$ cat src/rtl/empty_ptr_storage.sv
// Free-list of data-table pointers: show-ahead FIFO, RAM plus one-entry head register.
// Latency: a push into an empty list is the head one cycle later; pops sustain one per cycle.
// Backpressure: a push is dropped while the list is full unless a pop happens in the same cycle. A dropped push sets sticky overflow.
module empty_ptr_storage #(
  // Matches TABLE_ADDR_WIDTH of the hash table; capacity is 2**A_WIDTH pointers.
  parameter int A_WIDTH = 4
) (
  input  logic               clk_i,
  input  logic               rst_n_i,
  input  logic               srst_i,
  input  logic [A_WIDTH-1:0] add_empty_ptr_i,
  input  logic               add_empty_ptr_en_i,
  output logic [A_WIDTH-1:0] next_empty_ptr_o,
  output logic               next_empty_ptr_val_o,
  input  logic               next_empty_ptr_rd_ack_i,
  output logic [A_WIDTH:0]   used_words_o,
  output logic               full_o,
  output logic               overflow_o
);

  localparam int DEPTH = 1 << A_WIDTH;

  // The head register holds the oldest pointer; the RAM holds the remaining pointers in order.
  logic [A_WIDTH-1:0] mem [DEPTH];
  logic [A_WIDTH-1:0] wr_ptr_q;
  logic [A_WIDTH-1:0] rd_ptr_q;
  logic [A_WIDTH-1:0] head_q;
  logic [A_WIDTH:0]   used_q;
  logic               ovf_q;

  logic head_vld;
  logic full;
  logic ram_empty;
  logic pop;
  logic push;
  logic drop;
  logic ram_wr_en;
  logic head_from_ram;
  logic head_from_in;

  // The head is valid whenever anything is stored.
  // Full is the top bit of the occupancy count, because the count never exceeds DEPTH.
  assign head_vld  = (used_q != '0);
  assign full      = used_q[A_WIDTH];
  // The RAM holds used_q - 1 entries when the head is valid. It is therefore empty at occupancy 0 or 1.
  assign ram_empty = (used_q <= (A_WIDTH+1)'(1));

  assign pop  = next_empty_ptr_rd_ack_i & head_vld;
  assign push = add_empty_ptr_en_i & (~full | pop);
  assign drop = add_empty_ptr_en_i & full & ~pop;

  // Steer each accepted pointer to the head register (bypass) or into the RAM.
  // Also decide whether a pop refills the head from the RAM.
  always_comb begin
    ram_wr_en     = 1'b0;
    head_from_ram = 1'b0;
    head_from_in  = 1'b0;
    if (!srst_i) begin
      if (push) begin
        // An empty list, or a one-entry list being popped, forwards the new pointer straight to the head.
        if (!head_vld || (pop && ram_empty)) begin
          head_from_in = 1'b1;
        end else begin
          ram_wr_en = 1'b1;
        end
      end
      if (pop && !ram_empty) begin
        head_from_ram = 1'b1;
      end
    end
  end

  // RAM write port: the storage itself has no reset, and only the pointers give it meaning.
  always_ff @(posedge clk_i) begin
    if (ram_wr_en) begin
      mem[wr_ptr_q] <= add_empty_ptr_i;
    end
  end

  // Pointers, occupancy and the sticky overflow flag.
  // The pointers wrap naturally modulo DEPTH.
  always_ff @(posedge clk_i or negedge rst_n_i) begin
    if (!rst_n_i) begin
      wr_ptr_q <= '0;
      rd_ptr_q <= '0;
      used_q   <= '0;
      ovf_q    <= 1'b0;
    end else if (srst_i) begin
      wr_ptr_q <= '0;
      rd_ptr_q <= '0;
      used_q   <= '0;
      ovf_q    <= 1'b0;
    end else begin
      if (ram_wr_en) begin
        wr_ptr_q <= wr_ptr_q + A_WIDTH'(1);
      end
      if (head_from_ram) begin
        rd_ptr_q <= rd_ptr_q + A_WIDTH'(1);
      end
      case ({push, pop})
        2'b10:   used_q <= used_q + (A_WIDTH+1)'(1);
        2'b01:   used_q <= used_q - (A_WIDTH+1)'(1);
        default: used_q <= used_q;
      endcase
      if (drop) begin
        ovf_q <= 1'b1;
      end
    end
  end

  // Show-ahead head register.
  // It loads either the bypassed push data or the next RAM entry, and holds its value while the list is empty.
  always_ff @(posedge clk_i or negedge rst_n_i) begin
    if (!rst_n_i) begin
      head_q <= '0;
    end else if (head_from_in) begin
      head_q <= add_empty_ptr_i;
    end else if (head_from_ram) begin
      head_q <= mem[rd_ptr_q];
    end
  end

  assign next_empty_ptr_o     = head_q;
  assign next_empty_ptr_val_o = head_vld;
  assign used_words_o         = used_q;
  assign full_o               = full;
  assign overflow_o           = ovf_q;

endmodule

$ cat config.mk
export PLATFORM = sky130hd
export DESIGN_NAME = empty_ptr_storage
export DESIGN_NICKNAME = d
export VERILOG_FILES = /design/src/rtl/empty_ptr_storage.sv
export SDC_FILE = /design/constraint.sdc
export NUM_CORES = 1
export LEC_CHECK = 0
export ABC_AREA = 1
export CAP_MARGIN = 20
export CORE_MARGIN = 2
export CORE_UTILIZATION = 30
export CTS_BUF_LIST = sky130_fd_sc_hd__clkbuf_16
export CTS_CLUSTER_DIAMETER = 50
export DETAILED_ROUTE_END_ITERATION = 7
export GPL_TIMING_DRIVEN = 0
export PLACE_DENSITY = 0.49
export SYNTH_ARGS = -nofsm -noshare
export SYNTH_HDL_FRONTEND = slang
export SYNTH_SLANG_ARGS = --single-unit
$ cat constraint.sdc
create_clock -name clk_i -period 4.3 [get_ports clk_i]
set_clock_uncertainty 0.1 [all_clocks]
set_input_delay 1.075 -clock clk_i [delete_from_list [all_inputs] [get_ports clk_i]]
set_output_delay 1.075 -clock clk_i [all_outputs]
set_load 0.005 [all_outputs]
==> results.toml <==
[detailed_routing]
drtAntennaViolNets = 0
dr.pass1.iters = 5
drtIter0Drc = 172
wl_per_cell_um = 14.9
met3_length_um = 318
vias_per_cell = 4.46
drt_wl_total_um = 9500
drc = 0
wl_met1_um = 4470
highest_layer = "met4"
dr_wl_met2_um = 4600
via_count = 2839

[clocking]
root_buffer = "clkbuf_16"
clk_path_buf_depth = 2
holdBufCountCts = 0
numCtsBuffers = 9
clk_latency_ns = 0.34
htree_levels = 3
cts_tree = "done"
postCtsResizedCells = 0
post_cts_buffers = 0
clock_sinks = 82
path_clk_slew_ns = 0.06

[synthesis]
syn-num-nets = 442
syn-cell-area_sq_mm = 0.00403
ys_seq_area_share_pct = 58.8
async_flop_share_pct = 22.0
synthCells = 424
synth_edf_count = 64
synth_cell_types = 31
synth-main-ff-cell = "edfxtp_1"
synth-seq-cells = 82
syn_area_per_cell_sq_um = 9.51
yosysWarnings = 0

[power]
intPower_mw = 1.63
peakVddDrop_mv = 0.241
power.switching_mw = 0.945
pwr-share-comb_pct = 34.2
swShare_pct = 36.7
pwr-share-clk_pct = 27.7
seq_power_share_pct = 38.1
fin_total_pwr_mw = 2.58
pwr_density_cell_mw_per_mm2 = 546
p_leak_nw = 2.05

[run]
cap_violations = 0

[sta]
fmax_mhz = 324
setup_ws_ns = 1.21
worst_pin_slew_ns = 0.884
rsz0062_at_grt = "no"
maxSlewViolCount = 0
period_minus_slack_ns = 3.09
hold_viol_final = 0
tns_ns = 0
fin_crit_sh_pct = 71.8
relSlewSlack_pct = 40.9
setup_viol = 0

[worst_setup_path]
crit_fanout = 6
startpoint_type = "flip-flop"
cp_data_arrival_time_ns = 1.91
critPathRequiredTime_ns = 3.12
path_class = "flip-flop to output pin"
rr_worst_depth = 8
endpoint_kind = "output pin"

[cells_and_area]
drive_gt1_share_pct = 10.7
syn_to_final_growth_pct = 17.1
final_util_pct = 35.8
fin_nets = 473
stdcell_count = 636
antennaDiodeCount = 0

[grt]
first_global_vias = 2866
globalRouteOverflowTotal = 0
track_usage_pct = 14.1
grt_max_degree = 19
grt_first_pass_wirelength_um = 15500
antenna_found_initial = 0

[floorplan]
dieArea_sq_mm = 0.0144
core_area_sq_mm = 0.0132
pin_count = 21
fp-row-count = 42
start_util_pct = 30.6
die_w_um = 120
die_height_um = 120

[run_status]
status = "finished clean"

[placed_design]
gp_congestion = 0.858
place_ws_ns = 1.14
dp.cells = 620
dp_hpwl_um = 6600
port-buffer-count = 20

[min_path]
hold_depth = 2
hold_path.class = "flip-flop to flip-flop"
synthesized netlist by cell type (2+ instances only):
cell / instances / share of area (%)
buf_2: 9 / 1.1
nand2_4: 6 / 1.7
a21oi_1: 3 / 0.37
nand3_1: 61 / 7.6
nand2_2: 4 / 0.62
ha_1: 9 / 2.8
edfxtp_1: 64 / 48
nand3_2: 2 / 0.50
nand4_1: 2 / 0.31
inv_1: 54 / 5.0
nor2_1: 30 / 2.8
nor2_2: 4 / 0.62
xor2_1: 5 / 1.1
buf_1: 2 / 0.19
dfrtp_1: 18 / 11
nand2_1: 117 / 11
o21ai_1: 3 / 0.37
inv_2: 4 / 0.37
o21ai_0: 14 / 1.7
nor3_1: 2 / 0.25
logic make-up (layout without fill, tap and decap cells):
logic type                 after synthesis  in the layout  share of synthesized area, %
DFF                                     82             82                          58.8
xor gates and xnor gates                 5              5                          1.09
adders and majority gates                9              9                          2.79
and+or+nand+nor                        232            232                          26.8
buffers and inverters                   72            108                          7.07
AOI/OAI and AO/OA                       24             24                          3.44
registers in the layout, summed over array words and instances, names as in the netlist:
register and count:
next_empty_ptr_o 4, used_words_o 5, wr_ptr_q 4, overflow_o 1, mem 64, rd_ptr_q 4
critical path, stage by stage (launching register included):
cell and delay [ns]:
dfrtp_1 0.43, inv_1 0.16, ha_1 0.16, inv_1 0.03
nor2_1 0.17, nand2_2 0.15, clkdlybuf4s50_1 0.48
worst paths after layout:
| check | from | endpoint | slack (ns) |
|---|---|---|---|
| worst max-delay path | used_words_o[0]$_DFFE_PN0P_ | next_empty_ptr_val_o | 1.21 |
| worst min-delay path | next_empty_ptr_o[0]$_DFFE_PN0P_ | next_empty_ptr_o[0]$_DFFE_PN0P_ | 0.38 |
| worst max register to register | used_words_o[1]$_DFFE_PN0P_ | mem[6][0]$_DFFE_PP_ | 1.98 |
| worst min register to register | next_empty_ptr_o[0]$_DFFE_PN0P_ | next_empty_ptr_o[0]$_DFFE_PN0P_ | 0.38 |
| max in group asynchronous | rst_n_i | wr_ptr_q[3]$_DFFE_PN0P_ | 2.41 |
| min in group asynchronous | rst_n_i | overflow_o$_DFFE_PN0P_ | 1.14 |
power by group through the flow:
| stage | Clock, mW | Combinational [mW] | Sequential [mW] |
|---|---|---|---|
| floorplan | 0 | 0.583 | 0.989 |
| global placement | 0 | 0.881 | 0.996 |
| detailed placement | 0 | 0.889 | 0.998 |
| CTS | 0.727 | 0.894 | 0.982 |
| global route | 0.761 | 0.996 | 0.993 |
| finish | 0.714 | 0.882 | 0.981 |
cell type report:
| class | instances | area, sq um |
|---|---|---|
| Buffer | 13 | 63.8 |
| Clock buffer | 9 | 225 |
| Clock inverter | 7 | 42.5 |
| Fill cell | 1316 | 8470 |
| Inverter | 59 | 221 |
| Multi-Input combinational cell | 270 | 1380 |
| Sequential cell | 82 | 2370 |
| Tap cell | 176 | 220 |
| Timing Repair Buffer | 20 | 200 |
metal layers:
layer / vias up / track usage (%)
met5: - / 0
met1: 1353 / 19.0
met2: 43 / 22.6
met4: 0 / 5.51
met3: 8 / 2.57
li1: 1435 / -
cell usage in the layout (no fill, tap or decap), types with 3 or more instances in the layout:
master / n
inv_1: 54
a21oi_1: 3
o21ai_0: 14
inv_2: 4
edfxtp_1: 64
clkbuf_16: 9
clkdlybuf4s50_1: 20
xor2_1: 5
clkinv_1: 4
nor2_2: 4
nand2_2: 4
nand3_1: 61
nand2_4: 6
dfrtp_1: 18
ha_1: 9
o21ai_1: 3
nand2_1: 117
buf_2: 9
nor2_1: 30
through the flow:
| stage | hold slack (ns) | cell area (sq um) |
|---|---|---|
| after floorplan | 0.371 | 4030 |
| after global placement | 0.366 | 4450 |
| after detailed placement | 0.365 | 4450 |
| after CTS | 0.382 | 4720 |
| after global routing | 0.403 | 4720 |
| final | 0.378 | 4720 |
(Power assumes the default switching activity.)
